### src/rtl/cla_pipe_adder.sv
// Pipelined carry-lookahead adder/subtractor: one register stage per slice of 4-bit CLA groups.
// Define CLA_OVF_EN to add the registered signed-overflow output 'ovf'.
module cla_pipe_adder #(
    parameter int WIDTH            = 32,
    parameter int GROUPS_PER_STAGE = 2
) (
    input  logic             clk,
    input  logic             rst,
    input  logic             in_valid,
    output logic             in_ready,
    input  logic [WIDTH-1:0] a,
    input  logic [WIDTH-1:0] b,
    input  logic             c_in,
    input  logic             sub,
    output logic             out_valid,
    input  logic             out_ready,
    output logic [WIDTH-1:0] sum,
    output logic             c_out
`ifdef CLA_OVF_EN
    ,
    output logic             ovf
`endif
);

    localparam int SW      = 4 * GROUPS_PER_STAGE;
    localparam int NSTAGES = WIDTH / SW;

    // One slice of chained 4-bit lookahead groups; returns {carry_out, sum}.
    function automatic logic [SW:0] add_slice(input logic [SW-1:0] x,
                                              input logic [SW-1:0] y,
                                              input logic          ci);
        logic [SW-1:0] p;
        logic [SW-1:0] g;
        logic [SW:0]   c;
        logic [3:0]    gp;
        logic [3:0]    gg;
        logic          cg;
        logic          grp_g;
        p    = x ^ y;
        g    = x & y;
        c    = '0;
        c[0] = ci;
        for (int j = 0; j < GROUPS_PER_STAGE; j++) begin
            gp = p[4*j +: 4];
            gg = g[4*j +: 4];
            cg = c[4*j];
            c[4*j+1] = gg[0] | (gp[0] & cg);
            c[4*j+2] = gg[1] | (gp[1] & gg[0]) | (gp[1] & gp[0] & cg);
            c[4*j+3] = gg[2] | (gp[2] & gg[1]) | (gp[2] & gp[1] & gg[0])
                     | (gp[2] & gp[1] & gp[0] & cg);
            grp_g    = gg[3] | (gp[3] & gg[2]) | (gp[3] & gp[2] & gg[1])
                     | (gp[3] & gp[2] & gp[1] & gg[0]);
            c[4*j+4] = grp_g | ((&gp) & cg);
        end
        return {c[SW], p ^ c[SW-1:0]};
    endfunction

    logic [WIDTH-1:0]   b_e;
    logic               c_e;
    logic [NSTAGES-1:0] valid;
    logic [NSTAGES:0]   ready;

    assign b_e = b ^ {WIDTH{sub}};
    assign c_e = c_in ^ sub;

    // A stage can take new data when empty or when its occupant moves on this cycle.
    always_comb begin
        ready          = '0;
        ready[NSTAGES] = out_ready;
        for (int k = NSTAGES - 1; k >= 0; k--) begin
            ready[k] = ~valid[k] | ready[k+1];
        end
    end

    for (genvar k = 0; k < NSTAGES; k++) begin : stg
        localparam int IW = WIDTH - k * SW;

        logic                src_valid;
        logic                src_c;
        logic [IW-1:0]       src_a;
        logic [IW-1:0]       src_b;
        logic [(k+1)*SW-1:0] sum_next;
        logic [(k+1)*SW-1:0] sum_r;
        logic [SW-1:0]       s;
        logic                co;
        logic                c_r;

        if (k == 0) begin : g_src
            assign src_valid = in_valid;
            assign src_a     = a;
            assign src_b     = b_e;
            assign src_c     = c_e;
            assign sum_next  = s;
        end else begin : g_src
            assign src_valid = valid[k-1];
            assign src_a     = stg[k-1].g_ops.op_a_r;
            assign src_b     = stg[k-1].g_ops.op_b_r;
            assign src_c     = stg[k-1].c_r;
            assign sum_next  = {s, stg[k-1].sum_r};
        end

        assign {co, s} = add_slice(src_a[SW-1:0], src_b[SW-1:0], src_c);

        always_ff @(posedge clk) begin
            if (rst) begin
                valid[k] <= 1'b0;
            end else if (ready[k]) begin
                valid[k] <= src_valid;
            end
        end

        // Data only moves with a real transaction so idle stages stay quiet.
        always_ff @(posedge clk) begin
            if (rst) begin
                sum_r <= '0;
                c_r   <= 1'b0;
            end else if (ready[k] && src_valid) begin
                sum_r <= sum_next;
                c_r   <= co;
            end
        end

        if (k < NSTAGES - 1) begin : g_ops
            logic [IW-SW-1:0] op_a_r;
            logic [IW-SW-1:0] op_b_r;

            always_ff @(posedge clk) begin
                if (rst) begin
                    op_a_r <= '0;
                    op_b_r <= '0;
                end else if (ready[k] && src_valid) begin
                    op_a_r <= src_a[IW-1:SW];
                    op_b_r <= src_b[IW-1:SW];
                end
            end
        end
    end

    assign in_ready  = ready[0] & ~rst;
    assign out_valid = valid[NSTAGES-1];
    assign sum       = stg[NSTAGES-1].sum_r;
    assign c_out     = stg[NSTAGES-1].c_r;

`ifdef CLA_OVF_EN
    logic ovf_r;

    // Carry into the MSB is recovered as a ^ b ^ sum at the top bit.
    always_ff @(posedge clk) begin
        if (rst) begin
            ovf_r <= 1'b0;
        end else if (ready[NSTAGES-1] && stg[NSTAGES-1].src_valid) begin
            ovf_r <= stg[NSTAGES-1].co ^ (stg[NSTAGES-1].src_a[SW-1]
                                        ^ stg[NSTAGES-1].src_b[SW-1]
                                        ^ stg[NSTAGES-1].s[SW-1]);
        end
    end

    assign ovf = ovf_r;
`endif

endmodule

### config.mk
export PLATFORM = sky130hd
export DESIGN_NAME = cla_pipe_adder
export DESIGN_NICKNAME = d
export VERILOG_FILES = /design/src/rtl/cla_pipe_adder.sv
export SDC_FILE = /design/constraint.sdc
export NUM_CORES = 1
export LEC_CHECK = 0
export ABC_AREA = 1
export ABC_CLOCK_PERIOD_IN_PS = 5050
export CORE_ASPECT_RATIO = 0.9
export CORE_MARGIN = 2
export CORE_UTILIZATION = 59
export DETAILED_ROUTE_END_ITERATION = 6
export PLACE_DENSITY_LB_ADDON = 0.2
export SLEW_MARGIN = 20
export SYNTH_ARGS = -nofsm -noshare
export SYNTH_HDL_FRONTEND = slang
export SYNTH_SLANG_ARGS = --single-unit
### constraint.sdc
create_clock -name clk -period 5.05 [get_ports clk]
set_clock_uncertainty 0.2 [all_clocks]
set_input_delay 1.01 -clock clk [delete_from_list [all_inputs] [get_ports clk]]
set_output_delay 1.01 -clock clk [all_outputs]
set_load 0.005 [all_outputs]
==> run_results.csv, run 1 <==
group,metric,value,unit
critical_path,rr_startpoint,"out_valid$_SDFFE_PP0P_",
critical_path,path_class,"in -> out",
cts,clk_root_buffer_cell,"clkbuf_16",
drt,ant_nets,0,
critical_path,r2r-end,"stg[1].g_ops.op_b_r[5]$_SDFFE_PP0P_",
timing,setup_viol,0,
cts,ctsResizeCount,0,
cells_and_area,nNetsFinal,1185,
critical_path,slowest_stage,"clkdlybuf4s50_1",
cts,clock_latency,0.43,ns
critical_path,crit_family,"buffers and inverters",
logic_synthesis,yosys_warnings,0,
cts,cts_max_level,4,
critical_path,r2r_slack,2.58,ns
drt,drt_iter0_drc,605,
critical_path,ff2ff_path_depth,7,
cells_and_area,area_growth,21.0,%
cells_and_area,diodes,0,
logic_synthesis,netlist_instances,1003,
cts,clockBufferDepth,2,
drt,drc,0,
logic_synthesis,synthesis.nets,1113,
critical_path,cp.depth,6,
floorplanning,dieHeight,114,um
critical_path,cp.arrival,2.40,ns
floorplanning,core,13300,um2
floorplanning,num_rows,40,
placement,gp_congestion,0.825,
grt,met3_usage,4.32,%
drt,wire_per_inst,13.1,um
logic_synthesis,syn_area_per_cell,7.91,um2
timing,tns,0,ns
timing,tightest_slew,0.942,ns
placement,io_buffers,104,
cts,numCtsBuffers,17,
outcome,status,"completed",
critical_path,worstSetupStartpointType,"input port",
timing,rsz0062_at_grt,"false",
logic_synthesis,synth-seq-cells,184,
timing,min_period,3.61,ns
grt,grt.busiest_layer,"met2",
grt,grt_pass1_wl,27.3,mm
timing,fin_crit_sh,71.6,%
floorplanning,die-area,14400,um2
timing,fin_hold_ws,0.262,ns
logic_synthesis,ys_types,32,
grt,grt_start_max_net_pins,74,
critical_path,crit_start,"out_ready",
pwr,ir_drop,0.280,mV
logic_synthesis,seq_area_frac_synth,46.4,%
critical_path,critPathMaxFanout,4,
pwr,power.leakage,4.18,nW
grt,grt_use_met1,33.7,%
timing,drv_slew,0,
cts,cts_setup_buffers,0,
timing,max_freq,0.277,GHz
run,maxCapViolCount,0,
grt,grt_pass1_vias,5623,
timing,hold_viol_final,0,
logic_synthesis,syn_area,7940,um2
drt,vias,6543,
cts,clkSinkCount,184,
critical_path,crit_required,3.84,ns
timing,slew_headroom,37.1,%
grt,grt.total_usage,23.5,%
floorplanning,io_pins,105,
drt,drt-pass1-iter-count,5,
cts,clk_pin_slew,0.06,ns
critical_path,end_kind,"output port",
cells_and_area,layout-drive-gt1-share,4.78,%
pwr,power_density,359,nW/um2
drt,wl,16.4,mm
grt,grt_antenna_before_repair,0,
critical_path,cp_cell_sequence,"clkdlybuf4s50_1 > nor2_4 > nand3_4 > nor2_4 > nor2_1 > clkdlybuf4s50_1",
critical_path,endpoint,"in_ready",
cts,ctsHoldBuffers,0,
drt,vias_per_cell,5.21,
critical_path,cp_num_buf_inv,2,
placement,place_hpwl,10.7,mm
hold_path,hold_class,"reg -> reg",
grt,use_met2,36.1,%
floorplanning,start_util,59.8,%
critical_path,critical_path.max_stage_delay,0.45,ns
cts,cts_tree,"built",
floorplanning,chipWidth,126,um
pwr,finalPower,3.44,mW
grt,grt_overflow,0,
-- report_power, final --
part / internal [mW] / switching [mW] / total [mW]
Combinational: 0.193 / 0.233 / 0.426
Sequential: 1.54 / 0.0481 / 1.59
Clock: 0.841 / 0.587 / 1.43
Total: 2.58 / 0.868 / 3.44
-- layout make-up --
class	instances	area, um2
Fill cell	1053	3660
Multi-Input combinational cell	700	3740
Tap cell	168	210
Clock inverter	15	214
Clock buffer	17	425
Timing Repair Buffer	111	1100
Sequential cell	184	3680
Inverter	61	230
-- worst register-to-register path: stages, from the launching register on --
cell     delay (ns)
dfxtp_1        0.34
inv_1          0.07
nor2_4         0.15
nand3_4        0.12
nand2_2        0.47
inv_2          0.55
o21ai_0        0.35
a21oi_1        0.07
-- how the worst min path moves through the flow --
stage                                           end                                  from  slack (ns)  depth (start not counted)
6_report       stg[0].g_ops.op_b_r[12]$_SDFFE_PP0P_  stg[0].g_ops.op_b_r[12]$_SDFFE_PP0P_        0.26                          2
5_1_grt        stg[0].g_ops.op_b_r[12]$_SDFFE_PP0P_  stg[0].g_ops.op_b_r[12]$_SDFFE_PP0P_        0.28                          2
4_1_cts        stg[0].g_ops.op_b_r[20]$_SDFFE_PP0P_  stg[0].g_ops.op_b_r[20]$_SDFFE_PP0P_        0.26                          2
3_5_place_dp   stg[0].g_ops.op_b_r[20]$_SDFFE_PP0P_  stg[0].g_ops.op_b_r[20]$_SDFFE_PP0P_        0.25                          2
3_3_place_gp    stg[1].g_ops.op_b_r[2]$_SDFFE_PP0P_  stg[0].g_ops.op_b_r[10]$_SDFFE_PP0P_        0.24                          2
2_1_floorplan         stg[2].sum_r[11]$_SDFFE_PP0P_         stg[1].sum_r[11]$_SDFFE_PP0P_        0.23                          2
-- flip-flops by register name, indices dropped and copies added (netlist names) --
register / count
out_valid: 1
stg.c_r: 3
stg.sum_r: 48
stg.g_ops.op_b_r: 48
sum: 32
stg.g_ops.op_a_r: 48
c_out: 1
stg.src_valid: 3
-- cell usage after synthesis, drive strengths merged --
library cell | n | area (um2)
a211oi | 6 | 45.0
a21boi | 3 | 22.5
a21o | 7 | 52.6
a21oi | 78 | 390
a31oi | 3 | 18.8
and2 | 2 | 12.5
and3 | 3 | 18.8
buf | 22 | 154
clkbuf | 36 | 135
clkinv | 1 | 3.75
dfxtp | 184 | 3680
fa | 8 | 160
ha | 32 | 400
inv | 60 | 225
nand2 | 71 | 269
nand3 | 22 | 123
nand3b | 1 | 7.51
nand4 | 3 | 18.8
nor2 | 242 | 931
o211ai | 2 | 15.0
o21ai | 170 | 851
or2 | 5 | 31.3
xnor2 | 15 | 131
xor2 | 27 | 236
-- routing by layer --
metal | wire [um] | vias to the layer above
met4 | 275 | 0
met3 | 709 | 22
met1 | 8350 | 2943
li1 | - | 3427
met2 | 7090 | 151
met5 | 0 | -
-- layout by cell type, fill, tap and decap left out, drive strengths merged, types with 3 or more instances in the layout --
| cell | n |
|---|---|
| nand3 | 22 |
| bufinv | 4 |
| xor2 | 27 |
| and3 | 3 |
| xnor2 | 15 |
| clkbuf | 17 |
| a21boi | 3 |
| a211oi | 6 |
| a21o | 7 |
| clkinvlp | 4 |
| inv | 67 |
| nand4 | 3 |
| fa | 8 |
| or2 | 5 |
| nand2 | 71 |
| a21oi | 78 |
| o21ai | 170 |
| buf | 8 |
| ha | 32 |
| nor2 | 242 |
| a31oi | 3 |
| clkdlybuf4s50 | 103 |
| dfxtp | 184 |
-- through the flow --
stage | area (um2) | std cells | worst slack, ns | util (%)
final | 9600 | 1256 | 1.44 | 72.4
after global routing | 9600 | 1256 | 1.38 | 72.4
after CTS | 9600 | 1256 | 1.42 | 72.4
after detailed placement | 8960 | 1224 | 1.42 | 67.6
after global placement | 8960 | 1224 | 1.43 | 67.6
after floorplan | 7940 | 1003 | 1.81 | -
-- logic make-up (layout without fill, tap and decap cells) --
kind of cell,after synthesis,after routing,share of synthesized area [%]
AOI/OAI and AO/OA,269,269,17.6
xor gates and xnor gates,42,42,4.64
adders and majority gates,40,40,7.06
buffers and inverters,119,204,6.53
DFF,184,184,46.4
and+or+nand+nor,349,349,17.8
(Power assumes the default switching activity.)
==> run 2: changes to the inputs <==
--- a/config.mk
+++ b/config.mk
@@ -6,10 +6,10 @@
 export NUM_CORES = 1
 export LEC_CHECK = 0
 export ABC_AREA = 1
-export ABC_CLOCK_PERIOD_IN_PS = 5050
+export ABC_CLOCK_PERIOD_IN_PS = 3700
 export CORE_ASPECT_RATIO = 0.9
 export CORE_MARGIN = 2
-export CORE_UTILIZATION = 59
+export CORE_UTILIZATION = 55
 export DETAILED_ROUTE_END_ITERATION = 6
 export PLACE_DENSITY_LB_ADDON = 0.2
 export SLEW_MARGIN = 20
==> constraint.sdc (replaced) <==
create_clock -name clk -period 3.7 [get_ports clk]
set_clock_uncertainty 0.2 [all_clocks]
set_input_delay 0.74 -clock clk [delete_from_list [all_inputs] [get_ports clk]]
set_output_delay 0.74 -clock clk [all_outputs]
set_load 0.005 [all_outputs]
==> run_results.csv, run 2 (same netlist as run 1, synthesis figures left out) <==
group,metric,value,unit
hold_path,hold_class,"reg -> reg",
timing,min_period,3.14,ns
cells_and_area,nNetsFinal,1192,
cells_and_area,layout_commonest_cell,"nor2_1",
cells_and_area,layout-drive-gt1-share,5.21,%
cts,ctsResizeCount,0,
timing,drv_slew,0,
floorplanning,dieHeight,118,um
cts,clkSinkCount,184,
placement,dp_cells,1256,
floorplanning,core,14100,um2
cts,numCtsBuffers,17,
critical_path,cp.arrival,2.20,ns
drt,wire_per_inst,12.7,um
critical_path,worstSetupStartpointType,"input port",
cts,clockBufferDepth,2,
cts,cts_setup_buffers,0,
grt,grt.total_usage,22.3,%
grt,grt.busiest_layer,"met1",
floorplanning,die-area,15400,um2
drt,vias_per_cell,5.07,
hold_path,hold_path_depth,2,
drt,vias,6534,
cells_and_area,utilization,69.2,%
timing,hold_viol_final,0,
placement,dpl_worst_slack,0.496,ns
cells_and_area,area_growth,22.5,%
timing,setup_viol,0,
floorplanning,chipWidth,131,um
pwr,power_density,494,nW/um2
placement,io_buffers,104,
critical_path,end_kind,"output port",
run,maxCapViolCount,0,
timing,tns,0,ns
drt,ant_nets,0,
cts,ctsHoldBuffers,0,
grt,use_met2,32.2,%
cells_and_area,top_regs,"stg.g_ops.op_a_r: 48 flops, stg.g_ops.op_b_r: 48 flops, stg.sum_r: 48 flops",
cells_and_area,diodes,0,
timing,slew_headroom,48.4,%
critical_path,ff2ff_path_depth,8,
cells_and_area,final_cell_mix,"nor2_1, dfxtp_1, o21ai_0, clkdlybuf4s50_1, a21oi_1",
floorplanning,num_rows,41,
pwr,power.leakage,4.24,nW
critical_path,path_class,"in -> out",
cts,clk_root_buffer_cell,"clkbuf_16",
drt,drc,0,
timing,rsz0062_at_grt,"false",
drt,drt-pass1-iter-count,7,
grt,grt_use_met1,32.8,%
placement,place_hpwl,11.3,mm
floorplanning,io_pins,105,
grt,grt_pass1_vias,5979,
critical_path,critPathMaxFanout,4,
critical_path,r2r_slack,1.38,ns
grt,grt_overflow,0,
cells_and_area,postLayoutCellArea,9720,um2
placement,place_area,9050,um2
timing,fin_ws,0.563,ns
cts,clk_pin_slew,0.06,ns
grt,grt_start_max_net_pins,59,
timing,tightest_slew,0.772,ns
drt,drt_iter0_drc,449,
grt,grt_antenna_before_repair,0,
grt,met3_usage,5.55,%
pwr,ir_drop,0.369,mV
cts,cts_tree,"built",
timing,max_freq,0.319,GHz
timing,fin_crit_sh,84.8,%
outcome,status,"completed",
cts,clock_latency,0.43,ns
placement,gp_congestion,0.838,
critical_path,crit_required,2.76,ns
cells_and_area,final_cells,1288,
floorplanning,start_util,56.5,%
grt,grt_pass1_wl,27.9,mm
drt,wl,16.3,mm
cts,cts_max_level,4,
-- run 2: cell count changes in the layout (fill, tap and decap cells not counted) --
cell	previous run	this run
clkinv_2	1	2
bufinv_16	4	6
inv_8	1	0
inv_6	6	1
buf_4	6	13
clkinv_4	0	1
clkbuf_8	0	2
clkinvlp_4	4	2
clkbuf_1	0	2
-- run 2: cell type report --
type	instances	area, um2
clock buffers	21	460
clock inverters	11	218
fillers	1164	4330
inverters	61	230
multi-input cells	700	3740
flip-flops and latches	184	3680
well taps	193	241
repair buffers	118	1150
-- run 2: routing by layer --
| metal | part of all wire (%) | wire length, um | vias to the layer above |
|---|---|---|---|
| met5 | 0 | 0 | - |
| met4 | 1.5 | 245 | 0 |
| met3 | 4.8 | 779 | 23 |
| met2 | 42 | 6810 | 147 |
| met1 | 52 | 8510 | 2929 |
| li1 | - | - | 3435 |
-- run 2: final timing paths --
check                                  startpoint                                   end
max                                     out_ready                              in_ready
min          stg[0].g_ops.op_b_r[11]$_SDFFE_PP0P_  stg[0].g_ops.op_b_r[11]$_SDFFE_PP0P_
max reg2reg   stg[0].g_ops.op_a_r[1]$_SDFFE_PP0P_         stg[1].sum_r[13]$_SDFFE_PP0P_
min reg2reg  stg[0].g_ops.op_b_r[11]$_SDFFE_PP0P_  stg[0].g_ops.op_b_r[11]$_SDFFE_PP0P_
-- run 2: power by group --
group	total [mW]	internal [mW]	switching (mW)	leakage [nW]
clock network	2.05	1.30	0.745	0.324
logic	0.589	0.268	0.321	2.40
registers	2.17	2.10	0.0649	1.51
-- run 2: worst max-delay path, cell delays in order --
cell and delay [ns]:
clkdlybuf4s50_1 0.45, nor2_4 0.21, nand3_4 0.12, nor2_4 0.15
nor2_1 0.08, clkdlybuf4s50_1 0.46
-- run 2: through the flow --
step           hold slack (ns)  total power [mW]
2_1_floorplan            0.230              2.58
3_3_place_gp             0.240              2.78
3_5_place_dp             0.247              2.79
4_1_cts                  0.256              4.83
5_1_grt                  0.275              5.02
6_report                 0.255              4.81
